File: config.mk
export PLATFORM = sky130hd
export DESIGN_NAME = uart_tx_pacer_fifo
export DESIGN_NICKNAME = d
export VERILOG_FILES = /design/src/rtl/uart_tx_pacer_fifo.sv
export SDC_FILE = /design/constraint.sdc
export NUM_CORES = 1
export LEC_CHECK = 0
export BUFFER_PORTS_ARGS = -buffer_cell sky130_fd_sc_hd__buf_2
export CORE_UTILIZATION = 45
export CTS_CLUSTER_SIZE = 8
export DETAILED_ROUTE_END_ITERATION = 7
export PLACE_DENSITY_LB_ADDON = 0.05
export SYNTH_ARGS = -nofsm -noshare
export SYNTH_HDL_FRONTEND = slang
export SYNTH_SLANG_ARGS = --single-unit
File: constraint.sdc
create_clock -name clk_i -period 3.7 [get_ports clk_i]
set_input_delay 0.37 -clock clk_i [delete_from_list [all_inputs] [get_ports clk_i]]
set_output_delay 0.37 -clock clk_i [all_outputs]
set_load 0.02 [all_outputs]
File: src/rtl/uart_tx_pacer_fifo.sv
// rtl/uart_tx_pacer_fifo.sv - byte FIFO that paces transmit-start pulses one frame apart
module uart_tx_pacer_fifo #(
  parameter int DEPTH        = 16,
  parameter int FRAME_CYCLES = 4340
) (
  input  logic                   clk_i,
  input  logic                   rst_i,
  input  logic [7:0]             wr_data_i,
  input  logic                   wr_en_i,
  output logic [7:0]             tx_data_o,
  output logic                   tx_en_o,
  output logic                   full_o,
  output logic                   empty_o,
  output logic [$clog2(DEPTH):0] count_o,
  output logic                   overflow_o
);

  localparam int AW = $clog2(DEPTH);
  localparam int CW = AW + 1;
  localparam int TW = $clog2(FRAME_CYCLES);
  localparam logic [CW-1:0] DEPTH_C    = CW'(DEPTH);
  localparam logic [TW-1:0] TIMER_LOAD = TW'(FRAME_CYCLES - 1);

  typedef enum logic [0:0] {
    ST_IDLE,
    ST_WAIT
  } state_t;

  logic [7:0]    mem [DEPTH];
  logic [AW-1:0] wr_ptr_q, rd_ptr_q;
  logic [CW-1:0] count_q, count_d;
  logic          full_q, empty_q, overflow_q;
  logic [7:0]    tx_data_q, tx_data_d;
  logic          tx_en_q, tx_en_d;
  logic [TW-1:0] timer_q, timer_d;
  state_t        state_q, state_d;
  logic          pop, wr_ok;

  // Pacing FSM: a pop happens only from IDLE, so pulses are FRAME_CYCLES+1 apart.
  always_comb begin
    state_d   = state_q;
    timer_d   = timer_q;
    tx_en_d   = 1'b0;
    tx_data_d = tx_data_q;
    pop       = 1'b0;
    case (state_q)
      ST_IDLE: begin
        if (!empty_q) begin
          pop       = 1'b1;
          tx_en_d   = 1'b1;
          tx_data_d = mem[rd_ptr_q];
          timer_d   = TIMER_LOAD;
          state_d   = ST_WAIT;
        end
      end
      ST_WAIT: begin
        if (timer_q == '0) begin
          state_d = ST_IDLE;
        end else begin
          timer_d = timer_q - TW'(1);
        end
      end
      default: state_d = ST_IDLE;
    endcase
  end

  always_ff @(posedge clk_i) begin
    if (rst_i) begin
      state_q   <= ST_IDLE;
      timer_q   <= '0;
      tx_en_q   <= 1'b0;
      tx_data_q <= 8'h00;
    end else begin
      state_q   <= state_d;
      timer_q   <= timer_d;
      tx_en_q   <= tx_en_d;
      tx_data_q <= tx_data_d;
    end
  end

  // A full FIFO still takes a write when the same edge pops the head.
  assign wr_ok = wr_en_i && (!full_q || pop);

  always_comb begin
    count_d = count_q;
    case ({wr_ok, pop})
      2'b10:   count_d = count_q + CW'(1);
      2'b01:   count_d = count_q - CW'(1);
      default: count_d = count_q;
    endcase
  end

  always_ff @(posedge clk_i) begin
    if (rst_i) begin
      wr_ptr_q   <= '0;
      rd_ptr_q   <= '0;
      count_q    <= '0;
      full_q     <= 1'b0;
      empty_q    <= 1'b1;
      overflow_q <= 1'b0;
    end else begin
      if (wr_ok) begin
        wr_ptr_q <= wr_ptr_q + AW'(1);
      end
      if (pop) begin
        rd_ptr_q <= rd_ptr_q + AW'(1);
      end
      count_q    <= count_d;
      full_q     <= (count_d == DEPTH_C);
      empty_q    <= (count_d == '0);
      overflow_q <= wr_en_i && !wr_ok;
    end
  end

  always_ff @(posedge clk_i) begin
    if (!rst_i && wr_ok) begin
      mem[wr_ptr_q] <= wr_data_i;
    end
  end

  assign tx_data_o  = tx_data_q;
  assign tx_en_o    = tx_en_q;
  assign full_o     = full_q;
  assign empty_o    = empty_q;
  assign count_o    = count_q;
  assign overflow_o = overflow_q;

endmodule

### After elaboration in Yosys (flattened, before gate mapping)

Memories as Yosys holds them, arrays and structs flattened. A register that Yosys moved wholly into a read port is not among the register bits.
Index checks and enable logic that the tools add are counted.

| word-level totals | value |
|---|---|
| bits in registers | 31 |
| logic and storage cells | 43 |
| memories | 1 |
| input port bits | 11 |
| bits in writable memories | 128 |
| output and inout port bits | 17 |

| operators by class | value |
|---|---|
| equal/unequal tests | 5 |
| multiplexer cells | 10 |
| bitwise logic cells | 2 |
| $add $sub $neg | 5 |
| reductions and logical operators | 11 |

Memories:

| memory | words | bits a word | read ports | clocked after memory_dff | write ports | line | source |
|---|---|---|---|---|---|---|---|
| mem | 16 | 8 | 1 | 1 | 1 | 29 | `logic [7:0] mem [DEPTH];` |

Operators with widths:

| operator | count |
|---|---|
| $mux W13 | 2 |
| $pmux W13 S2 | 1 |
| $logic_not A13 Y1 | 1 |
| $sub A13 B1 Y13 const B | 1 |
| $pmux W5 S2 | 1 |
| $add A4 B1 Y4 const B | 2 |
| $add A5 B1 Y5 const B | 1 |
| $eq A5 B5 Y1 const B | 1 |
| $logic_not A5 Y1 | 1 |
| $mux W1 | 5 |
| $sub A5 B1 Y5 const B | 1 |
| $ne A2 B2 Y1 const B | 2 |
| $reduce_and A2 Y1 | 2 |
| $logic_and A1 B1 Y1 | 3 |
| $logic_not A1 Y1 | 3 |
| $eq A2 B1 Y1 const B | 1 |
| $eq A2 B2 Y1 const B | 1 |
| $not A1 Y1 | 2 |
| $pmux W1 S2 | 1 |
| $logic_or A1 B1 Y1 | 1 |

### Logic depth before layout (Yosys ltp)

Gate-level depths: netlist (run 1).

| depth | value |
|---|---|
| word-level depth | 7 |
| mapped depth | 13 |
| depth with buffers taken out | 11 |

### Least setup slack after synthesis (run 1)

No wires, ideal clock.

| path | value |
|---|---|
| path type | reg2reg |
| start point | register state_q |
| end point | register empty_q, in the netlist empty_o |
| buffers on the path | 3 |
| data arrival time | 2.790 ns |
| data required time | 3.613 ns |
| slack | 0.823 ns |
| setup time | 0.087 ns |
| stages on the path, launching flop included | 14 |
| period minus slack after synthesis | 2.877 ns |
| path through | dfxtp_1 clkbuf_1 or2_2 clkbuf_1 clkinv_1 ha_1 clkbuf_1 xor2_1 ha_1 a21oi_1 mux2i_1 xor2_1 o21ai_0 o31ai_1 |

| between the ends | value |
|---|---|
| word-level cells in the longest chain between the ends | 6 |
| elaborated cells between the ends (all ways) | 7 |
| those cells by class | eq/ne: 2; mux: 2; reduce/logical: 3 |

RTL lines:

| element | line | source |
|---|---|---|
| from (decl) | 36 | `state_t state_q, state_d;` |
| from (signal assigned) | 74 | `state_q <= state_d;` |
| $mux W1 * | - |  |
| via pop | 37 | `logic pop, wr_ok;` |
| $logic_or A1 B1 Y1 | 82 | `assign wr_ok = wr_en_i && (!full_q \|\| pop);` |
| $logic_and A1 B1 Y1 | 82 |  |
| $eq A2 B1 Y1 or $eq A2 B2 Y1 (tied branches) | 86 | `case ({wr_ok, pop})` |
| $pmux W5 S2 * | 86 |  |
| $logic_not A5 Y1 * | 110 | `empty_q <= (count_d == '0);` |
| to (signal assigned) | 110 |  |
| to (decl) | 32 | `logic full_q, empty_q, overflow_q;` |

The timed path passes the listed nets; every way through them passes the cells marked *.
A chain may end at the register's enable or synchronous reset.

### Worst setup path in the final report (run 1)

| path | value |
|---|---|
| start point | register state_q |
| end point | register empty_q, in the netlist empty_o |

| between the ends | value |
|---|---|
| word-level cells in the longest chain between the ends | 6 |
| elaborated cells between the ends (all ways) | 7 |
| those cells by class | eq/ne: 2; mux: 2; reduce/logical: 3 |

RTL lines:

| element | line |
|---|---|
| $mux W1 * | - |
| $logic_or A1 B1 Y1 | 82 |
| $logic_and A1 B1 Y1 | 82 |
| $eq A2 B1 Y1 or $eq A2 B2 Y1 (tied branches) | 86 |
| $pmux W5 S2 * | 86 |
| $logic_not A5 Y1 * | 110 |

Every way passes the cells marked *; elsewhere a longest branch is shown, timed or not.

==> results of run 1 <==
==> report_power, final <==
group	internal, mW	switching [mW]	leakage [nW]
Combinational	0.582	0.709	0.823
Clock	1.03	0.708	0.283
Sequential	2.15	0.165	1.47
==> cells by family (layout without fill, tap and decap cells) <==
logic type / after synthesis / in the layout / share of synthesized area (%)
buffers and inverters: 35 / 81 / 2.05
xor gates and xnor gates: 14 / 14 / 1.83
muxes: 37 / 37 / 11.5
and+or+nand+nor: 103 / 103 / 7.59
adders and majority gates: 9 / 9 / 1.68
DFF: 167 / 167 / 68.9
AOI/OAI and AO/OA: 67 / 67 / 6.38
==> cell type report <==
cell class	count	area [um^2]	share of cell area, %
clock buffers	21	460	6.01
well taps	184	230	3.01
clock inverters	11	125	1.63
inverters	8	30.0	0.392
multi-input cells	230	1950	25.4
repair buffers	41	240	3.14
flip-flops and latches	167	4630	60.4
==> placed cells by master, fill, tap and decap left out, drive strengths merged, types with 2 or more instances in the layout <==
cell,Yosys,routed
a2111oi,2,2
a211oi,3,3
a21oi,29,29
a22oi,16,16
a31oi,3,3
and2,3,3
buf,10,41
bufinv,0,2
clkbuf,17,21
clkinv,1,7
clkinvlp,0,2
dfxtp,39,39
edfxtp,128,128
ha,9,9
inv,7,8
mux2,2,2
mux2i,3,3
mux4,32,32
nand2,17,17
nand2b,3,3
nand3,7,7
nand4,3,3
nor2,41,41
nor2b,6,6
nor3,7,7
nor3b,3,3
nor4,2,2
o21ai,6,6
o31ai,2,2
or3,4,4
xnor2,6,6
xor2,8,8
==> final timing paths <==
kind | depth (start not counted) | end | startpoint | slack (ns)
setup / recovery | 11 | empty_o | state_q | 0.87
setup reg to reg | 11 | empty_o | state_q | 0.87
hold reg to reg | 2 | timer_q[12] | timer_q[12] | 0.48
hold / removal | 3 | overflow_o | wr_en_i | 0.24
==> per-layer routing <==
layer / track usage, % / vias to the layer above / share of wire (%)
met4: 6.03 / 0 / 0.32
met3: 4.72 / 2 / 6.4
met2: 30.0 / 77 / 48
li1: - / 1731 / -
met5: 0 / - / 0
met1: 27.7 / 1820 / 45
==> per-stage QoR <==
step	util, %	setup slack (ns)	hold slack (ns)
after floorplan	-	0.823	0.458
after global placement	48.7	0.976	0.462
after detailed placement	48.7	0.903	0.473
after CTS	52.7	0.884	0.218
after global routing	52.7	0.651	0.217
final	52.7	0.871	0.236
==> critical path, stage by stage, from the launching register on <==
cell	delay, ns
dfxtp_1	0.38
or2_2	0.36
nand2_1	0.14
nand2_1	0.16
ha_1	0.32
xor2_1	0.19
ha_1	0.22
a21oi_1	0.16
mux2i_1	0.23
xor2_1	0.20
o21ai_0	0.16
o31ai_1	0.20
==> state kept, by name, indices dropped and copies added (netlist names) <==
| name | cells |
|---|---|
| mem | 128 |
| timer_q | 13 |
| tx_data_o | 8 |
| count_o | 5 |
| rd_ptr_q | 4 |
| wr_ptr_q | 4 |
| empty_o | 1 |
| full_o | 1 |
| overflow_o | 1 |
| state_q | 1 |
| tx_en_o | 1 |
==> results list, run 1 <==
* Netlist area before placement: 6710 um^2
* Area contributors post-synth: edfxtp_1, dfxtp_1, mux4_2
* Actual transition at the worst max-transition pin: 0.833 ns
- Detailed Routing Iterations Pass 1: 4
* Number of buffers inserted during clock tree synthesis: 17
- Of all cell types, the one taking the most synthesized area is edfxtp_1.
- The die covers 15400 um^2.
* Fraction of layout cells with a size suffix above 1: 23.2%
- Latest clock arrival within the worst-skew pair: 0.42 ns
- HPWL after DPL: 8910 um
- Buffers added to address setup during post-CTS repair amount to 0.
- In this run the static leakage power is 2.58 nW.
- Layout overhead on the synthesized area: 14.2%
* Count of flip-flops with a built-in enable after synthesis: 128
* Worst slew slack as a fraction of its limit: 44.3%
* Antenna violations before repair: 0
- Register area share after synthesis: 68.9%
- Number of fillers in the final layout: 1209
* Sort of element at the end of the critical path: flip-flop
- The number of global-route vias before repair came to 3620.
- Number of buffers on the longest clock path: 2
* Worst hold path class: input port to flip-flop
- Finished Cell Area: 7660 um^2
- Entering global routing, the biggest net connects 36 pins.
- Warnings from Yosys: 0
- After detailed placement, the design holds a cell count of 630.
* Predominant post-synthesis flop cell: edfxtp_1
* Antenna diode count: 0
* Cell count after synthesis: 432
* Power density cells: 699 nW/um^2
* Async set or reset register ratio after synthesis: 0%
- Max Clk Rate: 353 MHz
- Count of vias placed by the detailed router: 3630
- CP startpoint kind: flip-flop
- CP arrival: 3.16 ns
* Top-Level Pins: 28
* Core area: 14500 um^2
* Post-DRT Antenna Nets: 0
- Ranked by instance count, the synthesized netlist is headed by edfxtp_1, nor2_1, dfxtp_1.
* Number of non-filler instances in the completed layout: 662
* Final setup viols: 0
- The detailed router finished its first iteration with 291 violations.
- Setup total negative slack on the finished layout was measured at 0 ns.
* Max Transition Viols Final: 0
- First-pass GRT wire length: 20900 um
- Using the TritonRoute via totals, the vias-per-cell ratio works out to 5.48.
- Total detailed-routing wirelength: 13600 um
* Setup repair after global routing missed its margin: false
- Net count after synthesis: 452
* Root buffer selected by CTS: clkbuf_16
* Site Rows: 44
- After detailed routing, the average wire length per cell comes to 20.5 um.
* Number of max-cap violations: 0
- Post-Synthesis Mean Instance Area: 15.5 um^2
- IR analysis of the VDD net gives a maximum drop of 0.423 mV.
- Critical Setup Path Class: flip-flop to flip-flop
- Final Hold Fails: 0
- On the final layout, the worst clock skew is 0.0125 ns.
- TritonCTS clock tree: done
- After detailed routing, the number of remaining DRC violations is 0.
- In this run, distinct cell masters in the synthesized netlist total 47.
- Number of buffer cells added on primary ports: 27
- The synthesized design devotes to its leading area cell type 57.3% of total area.
- CP Max Fanout: 9
* Total design power: 5.35 mW
- After clock tree synthesis, the repair step resized 0 gates.
* Number of nets in the finished design: 485
- Flip-flop and latch count after synthesis: 167
- Subtracting the final worst setup slack from the clock period gives 2.83 ns.
- For the worst setup path, the data required time is 4.03 ns.
- For this configuration, the core starts out at a cell density of 46.2%.
- Cts-stage hold buffer count: 0
- After clock tree synthesis, the clock-pin slew on the worst setup and hold paths is 0.06 ns.
- Vertical die dimension: 124 um
- Status: complete, no violations
- Congestion Overflow GR: 0
* Count leader, synth: edfxtp_1
* Period utilisation layout: 76.5%
- Gp weighted congestion: 0.832
- Clock sinks: 167
- Htree depth: 4
* Total global-route track usage: 19.6%
- Die Wd: 124 um
* Instance area at placement: 7070 um^2
Power figures use the tool's default switching activity.
==> run 2, diff against run 1 <==
==> constraint.sdc (replaced) <==
create_clock -name clk_i -period 2.85 [get_ports clk_i]
set_input_delay 0.285 -clock clk_i [delete_from_list [all_inputs] [get_ports clk_i]]
set_output_delay 0.285 -clock clk_i [all_outputs]
set_load 0.02 [all_outputs]
==> results list, run 2 (synthesized netlist as in run 1, its figures left out) <==
- The count of cells along the worst register-to-register path came to 11 (unchanged).
- Max Clk Rate: 388 MHz (+9.8%)
- Gp weighted congestion: 0.752 (-9.6%)
- Root buffer selected by CTS: clkbuf_16
- Instance area at placement: 7170 um^2 (+1.4%)
* Number of buffers on the longest clock path: 2 (unchanged)
- Flip-flop count of the largest register, all copies and words added: 128 (unchanged)
* Total detailed-routing wirelength: 13800 um (+1.5%)
* Resized Gates After CTS: 0 (unchanged)
- Final setup viols: 0 (unchanged)
* Layout overhead on the synthesized area: 16.2%
- Critical Path End: empty_o
* Cts-stage hold buffer count: 0 (unchanged)
- Leakage power summed over all cells: 2.65 nW (+2.9%)
- TritonCTS clock tree: done
* Antenna diode count: 0 (unchanged)
* Setup repair after global routing missed its margin: false
- Clock sinks: 167 (unchanged)
- The data arrival time at the worst-slack endpoint was 2.92 ns (-0.24 ns).
- Post-DRT Antenna Nets: 0 (unchanged)
- Tracing the worst setup path back leads to its startpoint at state_q.
- Core area: 14500 um^2 (unchanged)
- The maximum number of pins on one net before global-route repair is 36 (unchanged).
- The worst register-to-register path ends at empty_o.
- Maximum ir drop on the vdd rail: 0.471 mV (+11%)
- The die boundary height is 124 um (unchanged).
- Flop2flop setup slack: 0.27 ns (-0.60 ns)
- Number of nets in the finished design: 496 (+2.3%)
- CP required: 3.19 ns (-0.84 ns)
* Clock-pin slew on the worst setup and hold paths: 0.06 ns (about the same)
- The minimum clock period after layout is 2.58 ns (-0.252 ns).
* Finished Cell Area: 7790 um^2 (+1.8%)
- The buffers inserted during post-CTS setup optimization is 0 (unchanged).
- Power density cells: 912 nW/um^2 (+30%)
- Vias in the first global route: 3659 (+1.1%)
- The flow ran to the end, and the final reports show no timing, DRC or antenna violations.
- Actual transition at the worst max-transition pin: 0.758 ns (-0.0750 ns)
- Period utilisation layout: 90.4% (+14 points)
- Min Hold Slack: 0.168 ns (-0.0687 ns)
- The via count came to 3744 (+3.1%).
- The starting density of the core was 46.2% (unchanged).
- Die Wd: 124 um (unchanged)
- The initial antenna violation count was 0 (unchanged).
* Number of buffer cells added on primary ports: 27 (unchanged)
* Leading cell types in the layout, fill and taps excluded: edfxtp_1, nor2_1, dfxtp_1
- Die Area: 15400 um^2 (unchanged)
- The worst-case setup slack after placement was 0.113 ns (-0.790 ns).
- Number of fillers in the final layout: 1198 (-0.91%)
- The overall power after layout was 7.11 mW (+33%).
- Per-cell via count in the routed design: 5.56 (+1.5%)
* CP Max Fanout: 9 (unchanged)
- Fraction of layout cells with a size suffix above 1: 25.2% (+1.9 points)
* Wire length per cell: 20.5 um (-0.17%)
* Htree depth: 4 (unchanged)
- Total global-route track usage: 19.9% (+0.25 points)
* HPWL after DPL: 9250 um (+3.8%)
- Final Hold Fails: 0 (unchanged)
- Number of max-cap violations: 0 (unchanged)
- Max Transition Viols Final: 0 (unchanged)
- Site Rows: 44 (unchanged)
- The global-route wire length before repair is 21200 um (+1.6%).
- Worst slew slack as a fraction of its limit: 49.4% (+5.1 points)
* Critical register-to-register path startpoint: state_q
- The min-delay analysis places its worst path in the category input port to flip-flop.
- The library cell used most frequently in the layout, excluding fill and tap cells, is edfxtp_1.
- The detailed router's first-iteration violation count came to 316 (+8.6%).
- Worst setup slack after layout: 0.272 ns (-0.598 ns)
- The number of buffers inserted during clock tree synthesis was 17 (unchanged).
- The setup clock skew after layout was 0.00769 ns (-0.00479 ns).
- The end-of-flow core utilization came to 53.6% (+0.95 points).
- The summed negative setup slack over all endpoints is 0 ns (unchanged).
- The DRC violation count after routing is 0 (unchanged).
- Latest clock arrival within the worst-skew pair: 0.42 ns (about the same)
- Counting flops per register, the top entry is mem.
- The worst setup path is captured at a flip-flop.
* Critical Setup Path Class: flip-flop to flip-flop
- Detailed Routing Iterations Pass 1: 4 (unchanged)
* Count of placed standard cells including taps: 641 (+1.7%)
* Number of non-filler instances in the completed layout: 673 (+1.7%)
- The count of pins on the block boundary was 28 (unchanged).
- Congestion Overflow GR: 0 (unchanged)
- The worst setup path is launched from a flip-flop.
==> run 2: cell count changes in the layout (fill, tap and decap cells not counted), moves of 2 or more <==
cell	change
clkbuf_8	-2
buf_4	+10
bufinv_16	+2
clkinv_1	+2
==> run 2: worst min path at each step <==
| stage | startpoint | to | depth (start not counted) |
|---|---|---|---|
| after detailed placement | timer_q[12] | timer_q[12] | 2 |
| after CTS | wr_en_i | overflow_o | 3 |
| after global placement | tx_data_o[7] | tx_data_o[7] | 2 |
| final | wr_en_i | overflow_o | 3 |
| after global routing | rst_i | empty_o | 3 |
| after floorplan | wr_data_i[0] | mem[0][0] | 0 |
==> run 2: cell type report <==
cell class | count | area [um^2] | share of cell area, %
Sequential cell | 167 | 4630 | 59.3
Clock buffer | 18 | 429 | 5.51
Inverter | 8 | 31.3 | 0.401
Multi-Input combinational cell | 230 | 1960 | 25.2
Clock inverter | 14 | 183 | 2.34
Timing Repair Buffer | 52 | 335 | 4.30
Tap cell | 184 | 230 | 2.95
==> run 2: per-layer routing <==
metal  track usage (%)  vias to the layer above  share of wire, %
li1                  -                     1763                 -
met1              28.4                     1893                48
met2              29.3                       73                46
met3              5.04                       15               4.6
met4              7.44                        0               1.7
met5                 0                        -                 0
==> run 2: worst max-delay path, cell delays in order (launching register included) <==
cell and delay [ns]:
dfxtp_1 0.31, or2_2 0.38, nand2_1 0.13, nand2_2 0.12
ha_4 0.21, xor2_1 0.16, ha_1 0.23, a21oi_1 0.17
mux2i_1 0.23, xor2_1 0.19, o21ai_0 0.15, o31ai_1 0.21
==> run 2: power breakdown <==
group	total (mW)	internal, mW	switching (mW)	leakage (nW)
Sequential	2.94	2.80	0.142	1.47
Clock	2.37	1.46	0.914	0.292
Combinational	1.80	0.785	1.01	0.888
Total	7.11	5.04	2.07	2.65
